### config.mk
export PLATFORM = sky130hd
export DESIGN_NAME = mvm_result_collector
export DESIGN_NICKNAME = d
export VERILOG_FILES = /design/src/rtl/mvm_result_collector.sv
export SDC_FILE = /design/constraint.sdc
export NUM_CORES = 1
export LEC_CHECK = 0
export ABC_AREA = 0
export BUFFER_PORTS_ARGS = -buffer_cell sky130_fd_sc_hd__buf_4
export CORE_MARGIN = 2
export CORE_UTILIZATION = 55
export CTS_CLUSTER_SIZE = 12
export DETAILED_ROUTE_END_ITERATION = 10
export PLACE_DENSITY_LB_ADDON = 0.08
export SKIP_CTS_REPAIR_TIMING = 1
export SYNTH_ARGS = -nofsm -noshare
export SYNTH_HDL_FRONTEND = slang
export SYNTH_SLANG_ARGS = --single-unit
### constraint.sdc
create_clock -name clk -period 2.9 [get_ports clk]
set_input_delay 0.87 -clock clk [delete_from_list [all_inputs] [get_ports clk]]
set_output_delay 0.87 -clock clk [all_outputs]
set_load 0.03 [all_outputs]
### src/rtl/mvm_result_collector.sv
// Captures N multiplier results after each done pulse, requantizes them and queues them with a last flag.
// First result is valid two cycles after done; a vector is dropped (sticky overflow) when the FIFO cannot hold it whole.
module mvm_result_collector #(
  parameter int N     = 8,
  parameter int IN_W  = 16,
  parameter int OUT_W = 8,
  parameter int SHIFT = 4,
  parameter int RELU  = 1,
  parameter int DEPTH = 16
) (
  input  logic                       clk,
  input  logic                       reset,
  input  logic                       done,
  input  logic [IN_W-1:0]            data_in,
  output logic                       out_valid,
  input  logic                       out_ready,
  output logic [OUT_W-1:0]           out_data,
  output logic                       out_last,
  output logic                       stall,
  output logic                       overflow,
  output logic [$clog2(DEPTH+1)-1:0] fifo_count
);
  localparam int CW   = $clog2(DEPTH + 1);
  localparam int PW   = (DEPTH > 1) ? $clog2(DEPTH) : 1;
  localparam int NW   = (N > 1) ? $clog2(N) : 1;
  localparam int RNDI = 1 << (SHIFT - 1);
  localparam int MAXI = (1 << (OUT_W - 1)) - 1;
  localparam int MINI = -(1 << (OUT_W - 1));
  localparam logic signed [IN_W:0] RND  = RNDI[IN_W:0];
  localparam logic signed [IN_W:0] MAXV = MAXI[IN_W:0];
  localparam logic signed [IN_W:0] MINV = MINI[IN_W:0];

  typedef enum logic [1:0] {S_IDLE, S_CAPTURE, S_DROP} state_t;

  state_t            r_state, w_state_nxt;
  logic [NW-1:0]     r_cnt;
  logic              r_overflow;
  logic [CW-1:0]     r_count;
  logic [PW-1:0]     r_wr_ptr, r_rd_ptr;
  logic [OUT_W:0]    r_mem [DEPTH];
  logic [OUT_W-1:0]  r_hold;

  logic              w_push, w_pop, w_set_ovf, w_last_elem;
  logic [CW-1:0]     w_free;
  logic signed [IN_W:0] w_sum, w_shr, w_relu;
  logic [OUT_W-1:0]  w_q;

  assign w_last_elem = (r_cnt == NW'(N - 1));
  assign w_free      = CW'(DEPTH) - r_count;

  always_comb begin
    w_state_nxt = r_state;
    w_push      = 1'b0;
    w_set_ovf   = 1'b0;
    case (r_state)
      S_IDLE: begin
        if (done) begin
          if (w_free >= CW'(N)) begin
            w_state_nxt = S_CAPTURE;
          end else begin
            w_state_nxt = S_DROP;
            w_set_ovf   = 1'b1;
          end
        end
      end
      S_CAPTURE: begin
        w_push = 1'b1;
        if (w_last_elem) w_state_nxt = S_IDLE;
      end
      S_DROP: begin
        if (w_last_elem) w_state_nxt = S_IDLE;
      end
      default: w_state_nxt = S_IDLE;
    endcase
  end

  always_ff @(posedge clk) begin
    if (!reset) begin
      r_state    <= S_IDLE;
      r_cnt      <= '0;
      r_overflow <= 1'b0;
    end else begin
      r_state <= w_state_nxt;
      if (r_state != S_IDLE) r_cnt <= w_last_elem ? '0 : r_cnt + 1'b1;
      if (w_set_ovf) r_overflow <= 1'b1;
    end
  end

  // Adding half an LSB before the arithmetic shift rounds half toward +inf.
  assign w_sum  = $signed({data_in[IN_W-1], data_in}) + RND;
  assign w_shr  = w_sum >>> SHIFT;
  assign w_relu = ((RELU != 0) && w_shr[IN_W]) ? '0 : w_shr;

  always_comb begin
    w_q = w_relu[OUT_W-1:0];
    if (w_relu > MAXV)      w_q = MAXV[OUT_W-1:0];
    else if (w_relu < MINV) w_q = MINV[OUT_W-1:0];
  end

  assign w_pop = out_valid && out_ready;

  always_ff @(posedge clk) begin
    if (w_push) r_mem[r_wr_ptr] <= {w_last_elem, w_q};
  end

  always_ff @(posedge clk) begin
    if (!reset) begin
      r_wr_ptr <= '0;
      r_rd_ptr <= '0;
      r_count  <= '0;
      r_hold   <= '0;
    end else begin
      if (w_push) r_wr_ptr <= (r_wr_ptr == PW'(DEPTH - 1)) ? '0 : r_wr_ptr + 1'b1;
      if (w_pop) begin
        r_rd_ptr <= (r_rd_ptr == PW'(DEPTH - 1)) ? '0 : r_rd_ptr + 1'b1;
        r_hold   <= r_mem[r_rd_ptr][OUT_W-1:0];
      end
      case ({w_push, w_pop})
        2'b10:   r_count <= r_count + 1'b1;
        2'b01:   r_count <= r_count - 1'b1;
        default: r_count <= r_count;
      endcase
    end
  end

  // Once empty, the last popped value is presented rather than a stale slot.
  assign out_valid  = (r_count != '0);
  assign out_data   = out_valid ? r_mem[r_rd_ptr][OUT_W-1:0] : r_hold;
  assign out_last   = out_valid & r_mem[r_rd_ptr][OUT_W];
  assign stall      = (w_free < CW'(N));
  assign overflow   = r_overflow;
  assign fifo_count = r_count;
endmodule

# [Word level (Yosys, flattened, before mapping)]
# Memories as Yosys holds them, arrays and structs flattened. A register that Yosys moved wholly into a read port is not among the register bits.
# Cells that the tools add are included.
[word_totals] ff_bits=27 n_memories=1 ramBits=144
[memory_table] memory="r_mem" depth=16 word_bits=9 rd=1 rd_clocked_by_memory_dff=1 wr=1 line_no="40" text="logic [OUT_W:0] r_mem [DEPTH];"
[classes] addsub=7 order_cmp=4 reduce_logical=7 n_eq_ne=9 n_bitwise=1 mux=20
[ops] operator="8-bit two-way mux" n=3
[ops] operator="16-bit by 5-bit adder with 17-bit output (second input constant)" n=1
[ops] operator="4-bit two-way mux" n=4
[ops] operator="13-bit by 8-bit less-than comparator with 1-bit output (second input constant)" n=1
[ops] operator="12-bit by 7-bit greater-than comparator with 1-bit output (second input constant)" n=1
[ops] operator="12-bit two-way mux" n=1
[ops] operator="5-bit case mux with 2 select lines" n=1
[ops] operator="4-bit by 1-bit adder with 4-bit output (second input constant)" n=2
[ops] operator="4-bit equality test (second input constant)" n=2
[ops] operator="1-bit two-way mux" n=6
[ops] operator="2-bit two-way mux" n=3
[ops] operator="5-bit by 1-bit adder with 5-bit output (second input constant)" n=1
[ops] operator="5-bit by 4-bit greater-or-equal comparator with 1-bit output (second input constant)" n=1
[ops] operator="5-bit by 4-bit less-than comparator with 1-bit output (second input constant)" n=1
[ops] operator="5-bit nonzero test" n=1
[ops] operator="5-bit by 1-bit subtractor with 5-bit output (second input constant)" n=1
[ops] operator="5-bit subtractor (first input constant)" n=1
[ops] operator="2-bit by 1-bit equality test with 1-bit output (second input constant)" n=2
[ops] operator="2-bit equality test (second input constant)" n=2
[ops] operator="2-bit case mux with 2 select lines" n=1
[ops] operator="2-bit nonzero test" n=2
[ops] operator="3-bit by 1-bit adder with 3-bit output (second input constant)" n=1
[ops] operator="3-bit equality test (second input constant)" n=1
[ops] operator="3-bit two-way mux" n=1
[ops] operator="other kinds (7)" n=7

# [Longest topological paths before layout]
# Gate-level depths: netlist (run 1).
[depth] depth_word=5 depth_mapped=13

# [Worst setup path before layout (run 1)]
# Ideal clock, no wire load.
[synth_path] path_kind="register to register" startpoint="register r_count[0], in the netlist fifo_count[0]" endpoint="register r_count[4], in the netlist fifo_count[4]" period_less_slack_ns=3.273 stages_incl_launch_ff=14 setup_slack_ns=-0.373 t_arrival_ns=3.198 cell_sequence="dfxtp_1 > nor4_1 > ha_1 > clkbuf_1 > nor2b_1 > clkbuf_1 > clkbuf_1 > ha_1 > fa_1 > a21o_1 > a21oi_1 > xor2_1 > or3_1 > a21boi_0"
[synth_between] elab_chain_len=4 word_cells_on_any_way=8
[synth_lines] item="start: declaration" line_no="38" text="logic [CW-1:0] r_count;"
[synth_lines] item="start signal: assignment" line_no="119" text="2'b10: r_count <= r_count + 1'b1;"
[synth_lines] item="start signal: assignment" line_no="120" text="2'b01: r_count <= r_count - 1'b1;"
[synth_lines] item="start signal: assignment" line_no="121" text="default: r_count <= r_count;"
[synth_lines] item="parallel branches: the longest is 4 deep, another holds 5-bit by 1-bit subtractor with 5-bit output"
# Several ways; the timed one is not identified.
# A chain may end at the register's enable or synchronous reset.

==> out/summary.txt, run 1 <==
Final Net Count: 567
Max Fanout on Critical Path: 7
Slew headroom: 27.5%
status: finished with violations
Tightest Pin Transition: 1090 ps
Yosys top cell by area: edfxtp_1
Max Cap Viol: 0
Peak Freq: 0.312 GHz
Root Driver: clkbuf_16
sequential fraction of the synthesis area: 67.8%
LEAKAGE: 2.99 nW
most common cell in the netlist: edfxtp_1
critical path arrival: 2330 ps
DP Wirelength: 9250 µm
Setup Skew: 6.17 ps
synth unique cells: 41
most frequent cell on the critical path: mux4_2
CTS clk-pin slew, worst paths: 60 ps
Yosys top cell area share: 59.3%
Crit Path Category: flip-flop to primary output
synth cell count leaders: 144 x edfxtp_1, 37 x mux4_2, 32 x nand2_1
final setup violation count: 9
DRT iter0 DRCs: 315
RSZ-0062 raised after global routing: true
critical path cell sequence: buf_12 -> mux4_2 -> mux4_2 -> and2_4 -> buf_6
minimum clock period: 3200 ps
slowest cell delay on critical path: 550 ps
synthesized cell area: 0.00729 mm²
largest net degree at the start of global routing: 37
total congestion overflow: 0
worst min path class: flip-flop to flip-flop
global-route usage over all layers: 21.1%
placed inst area: 0.00799 mm²
Worst Path Buf+Inv: 2
die height: 119 µm
ys async rst share: 0%
Initial Util: 55.7%
I/O pins: 37
synth top area cells: edfxtp_1 59%, mux4_2 11%, dfxtp_1 8.5%
vias per cell: 5.59
Setup WS post-layout: -302 ps
area grow syn2layout: 19.0%
worst path required time: 2030 ps
Crit path max-delay family: multiplexers
Cell Rows: 42
setup_tns: -2490 ps
H-Tree Depth: 4
DR DRC count: 0
power per standard cell area: 831 mW/mm²
die area: 0.0142 mm²
core area: 0.0131 mm²
Syn. warnings: 0
crit share post-route: 110%
DRT Wirelength: 14300 µm
Clock Latency Late Sink: 420 ps
Post-Syn Area per Cell: 16.2 µm²
max-slew violation count: 0
First-pass DRT Iterations: 4
number of fill cells: 945
Final Hold Viols: 0
GP Congestion: 0.739
share of cells above drive strength 1: 28.2%
Die Width: 119 µm
Setup crit start kind: flip-flop
Max VDD drop: 433 µV
clock sinks: 175
slowest CP cell: mux4_2
cell count after synthesis: 449
flops & latches, synth: 175
failing checks: negative setup slack
cts bufs inserted: 17
CTS tree: built
diode count: 0
post-route cell area: 0.00868 mm²
I/O Buffers: 33
Critical Path Sink Type: primary output
WL/cell: 19.9 µm
clk buf depth: 2
via count: 4021
Post-synth top flop: edfxtp_1
vias in the first global route: 4034
final antenna-violating net count: 0
Post-synth EDFFs: 144
first-pass GRT wire length: 21700 µm
antenna violations before repair: 0
## layer usage
layer	track usage [%]	share of wire, %	wire length [µm]
met4	8.26	1.3	182
met5	0	0	0
met2	34.2	51	7280
met3	4.17	5.4	779
met1	28.6	42	6050
## final timing paths
path	startpoint	to	slack [ps]	cells after the start
worst max-delay path	flip-flop	out_last	-300	5
worst min-delay path	r_hold[2]$_SDFFE_PN0N_	r_hold[2]$_SDFFE_PN0N_	480	2
worst max register to register	fifo_count[3]$_SDFFE_PN0P_	fifo_count[4]$_SDFFE_PN0P_	360	10
worst min register to register	r_hold[2]$_SDFFE_PN0N_	r_hold[2]$_SDFFE_PN0N_	480	2
## kinds of logic (layout without fill, tap and decap cells)
| kind of cell | Yosys count | after routing | share of synthesized area (%) |
|---|---|---|---|
| flops | 175 | 175 | 67.8 |
| simple gates | 105 | 105 | 7.33 |
| compound gates | 67 | 67 | 6.18 |
| mux | 42 | 42 | 12.1 |
| buf+inv | 29 | 108 | 1.91 |
| fa+ha+maj | 17 | 17 | 3.02 |
| xor+xnor | 13 | 13 | 1.56 |
| other cells | 1 | 16 | 0.0514 |
## worst register-to-register path, cell delays in order, from the launching register on
cell and delay, ps:
dfxtp_4 360, nor4_4 290, ha_2 220, nor2b_1 70, ha_2 220, fa_1 390
a21o_1 170, a21oi_1 170, xor2_1 90, or3_1 310, a21boi_0 170
## registers in the layout (all words and copies together), names as in the netlist, named ones only
name,flops
fifo_count,5
overflow,1
r_cnt,3
r_hold,8
r_mem,144
r_rd_ptr,4
r_state,2
r_wr_ptr,4
## where the power goes
group / total, mW / leakage (nW) / internal, mW / switching (mW)
Combinational: 2.12 / 1.18 / 0.936 / 1.19
Sequential: 3.00 / 1.55 / 2.88 / 0.115
Clock: 2.09 / 0.254 / 1.17 / 0.914
## layout make-up
cell class / count / area [µm²] / area share, %
clock buffers: 17 / 425 / 4.90
well taps: 176 / 220 / 2.54
repair buffers: 67 / 594 / 6.85
clock inverters: 15 / 123 / 1.41
inverters: 9 / 33.8 / 0.389
flip-flops and latches: 175 / 4960 / 57.2
multi-input cells: 260 / 2320 / 26.8
## cell usage in the layout, fill, tap and decap left out, types with 3 or more instances in the layout
cell          n
ha_1         14
conb_1       16
a21oi_1      14
edfxtp_1    144
dfxtp_4       3
mux4_2       37
buf_6         3
nor2b_1      10
clkinv_2      4
o21ai_0       9
nand4_1       3
inv_1         9
nand3_1       8
nand2_1      32
o21ai_1       6
xor2_1        6
nor2_2        5
buf_12        5
o22ai_1      10
and2_1       24
dfxtp_1      26
xnor2_1       7
or3_1         3
buf_4        58
clkinvlp_4    5
mux2i_1       5
nor2_1        8
a22o_1       15
clkbuf_16    18
## through the flow
step	std cells	setup WS (ps)	utilization, %	power [mW]	hold WS [ps]
floorplan	464	6.53	-	4.46	447
global placement	679	22.0	61.0	5.02	458
detailed placement	679	-158	61.0	5.07	467
CTS	711	-426	65.2	7.16	476
global route	719	-373	66.3	7.53	495
finish	719	-302	66.3	7.21	476
Note: power is estimated with default switching activity, not from simulation.
==> inputs of run 2 (changes only) <==
Settings changed: CORE_UTILIZATION 55 to 57, CTS_BUF_LIST from default to sky130_fd_sc_hd__clkbuf_2, REMOVE_ABC_BUFFERS from default to 1.
==> out/summary.txt, run 2 (synthesized netlist as in run 1, its figures left out) <==
status: finished with violations
failing checks: negative setup slack
DRT iter0 DRCs: 380 (+21%)
DP Wirelength: 8920 µm (-3.6%)
GP Congestion: 0.764 (+3.4%)
max-slew violation count: 0 (unchanged)
Setup Skew: 33.5 ps (+27.3 ps)
First-pass DRT Iterations: 5 (+1)
Tightest Pin Transition: 1020 ps (-64.1 ps)
share of cells above drive strength 1: 30.0% (+1.8 points)
Setup WS post-layout: -612 ps (-310 ps)
CTS clk-pin slew, worst paths: 220 ps (+160 ps)
number of fill cells: 887 (-6.1%)
Biggest register: r_mem
diode count: 0 (unchanged)
Crit path max-delay family: multiplexers
antenna violations before repair: 0 (unchanged)
worst path required time: 2030 ps (about the same)
largest net degree at the start of global routing: 37 (unchanged)
first-pass GRT wire length: 21100 µm (-2.8%)
final setup violation count: 11 (+2)
Max Fanout on Critical Path: 8 (+1)
total power: 6.86 mW (-4.8%)
power per standard cell area: 801 mW/mm² (-3.5%)
placed inst area: 0.00792 mm² (-0.78%)
slowest CP cell: mux4_2
minimum clock period: 3510 ps (+310 ps)
critical path arrival: 2640 ps (+310 ps)
Setup crit start kind: flip-flop
vias per cell: 5.59 (about the same)
most frequent cells in the layout: 144 x edfxtp_1, 58 x buf_4, 37 x mux4_2
Crit Path Category: flip-flop to primary output
Peak Freq: 0.285 GHz (-8.8%)
DRT Wirelength: 13900 µm (-3.1%)
Die Width: 117 µm (-1.7%)
WL/cell: 19.2 µm (-3.5%)
worst min path class: input port to flip-flop
Slew headroom: 31.8% (+4.3 points)
Final Net Count: 574 (+1.2%)
most common cell after layout, fill and taps aside: edfxtp_1
multi-input logic area: 0.00238 mm² (+2.6%)
core area: 0.0126 mm² (-3.9%)
Finished Core Util: 68.1% (+1.8 points)
worst hold margin: 439 ps (-37.0 ps)
DR DRC count: 0 (unchanged)
Initial Util: 58.0% (+2.3 points)
H-Tree Depth: 4 (unchanged)
Max Cap Viol: 0 (unchanged)
Cell Rows: 41 (-2.4%)
global-route usage over all layers: 21.8% (+0.62 points)
die height: 117 µm (-1.7%)
Root Driver: clkbuf_2
vias in the first global route: 3951 (-2.1%)
Clock Latency Late Sink: 740 ps (+320 ps)
max reg flops: 144 (unchanged)
Max VDD drop: 405 µV (-6.4%)
final antenna-violating net count: 0 (unchanged)
die area: 0.0137 mm² (-3.4%)
crit share post-route: 121% (+11 points)
total congestion overflow: 0 (unchanged)
Critical Path Sink Type: primary output
area grow syn2layout: 17.5%
clk buf depth: 2 (unchanged)
slowest cell delay on critical path: 530 ps (-20 ps)
RSZ-0062 raised after global routing: true
Final Hold Viols: 0 (unchanged)
most frequent cell on the critical path: mux4_2
post-route cell area: 0.00856 mm² (-1.3%)
critical path cell sequence: buf_12 -> mux4_2 -> mux4_2 -> and2_4 -> buf_6
clock sinks: 175 (unchanged)
I/O pins: 37 (unchanged)
CTS tree: built
I/O Buffers: 33 (unchanged)
cts bufs inserted: 17 (unchanged)
via count: 4034 (+0.32%)
LEAKAGE: 2.97 nW (-0.49%)
Worst Path Buf+Inv: 2 (unchanged)
FF+latch area: 0.00495 mm² (-0.13%)
run 2: worst min-delay path, cell delays in order:
cell and delay (ps):
buf_4 110, a31oi_1 80, nor2b_1 90
run 2: stage by stage:
step / setup slack [ps] / setup TNS, ps / std cells
global placement: 36.7 / 0 / 673
floorplan: -934 / -8080 / 444
global route: -714 / -6400 / 722
finish: -612 / -5010 / 722
CTS: -804 / -7480 / 705
detailed placement: -44.4 / -703 / 673
run 2: worst paths after layout:
path | start | end | slack [ps] | cells after the start
hold / removal | done | overflow$_SDFFE_PN0P_ | 440 | 3
hold reg to reg | r_hold[0]$_SDFFE_PN0N_ | r_hold[0]$_SDFFE_PN0N_ | 490 | 2
setup reg to reg | fifo_count[2]$_SDFFE_PN0P_ | fifo_count[4]$_SDFFE_PN0P_ | 200 | 10
setup / recovery | flip-flop | out_last | -610 | 5
run 2: where the power goes:
part	switching [mW]	internal (mW)	leakage (nW)
logic	1.29	1.24	1.26
clock network	0.785	0.570	0.163
registers	0.104	2.88	1.55
total	2.18	4.69	2.97
run 2: routing by layer:
| metal | track usage, % | share of wire (%) |
|---|---|---|
| met1 | 30.4 | 45 |
| met4 | 7.92 | 1.9 |
| met2 | 34.2 | 49 |
| met5 | 0 | 0 |
| met3 | 4.99 | 4.1 |
run 2: area by class of cell:
type | instances | area share, %
multi-input combinational | 260 | 27.8
clock inverter | 12 | 1.96
inverter | 9 | 0.424
sequential | 175 | 57.8
clock buffer | 20 | 1.17
timing repair buffer | 74 | 8.28
tap | 172 | 2.51
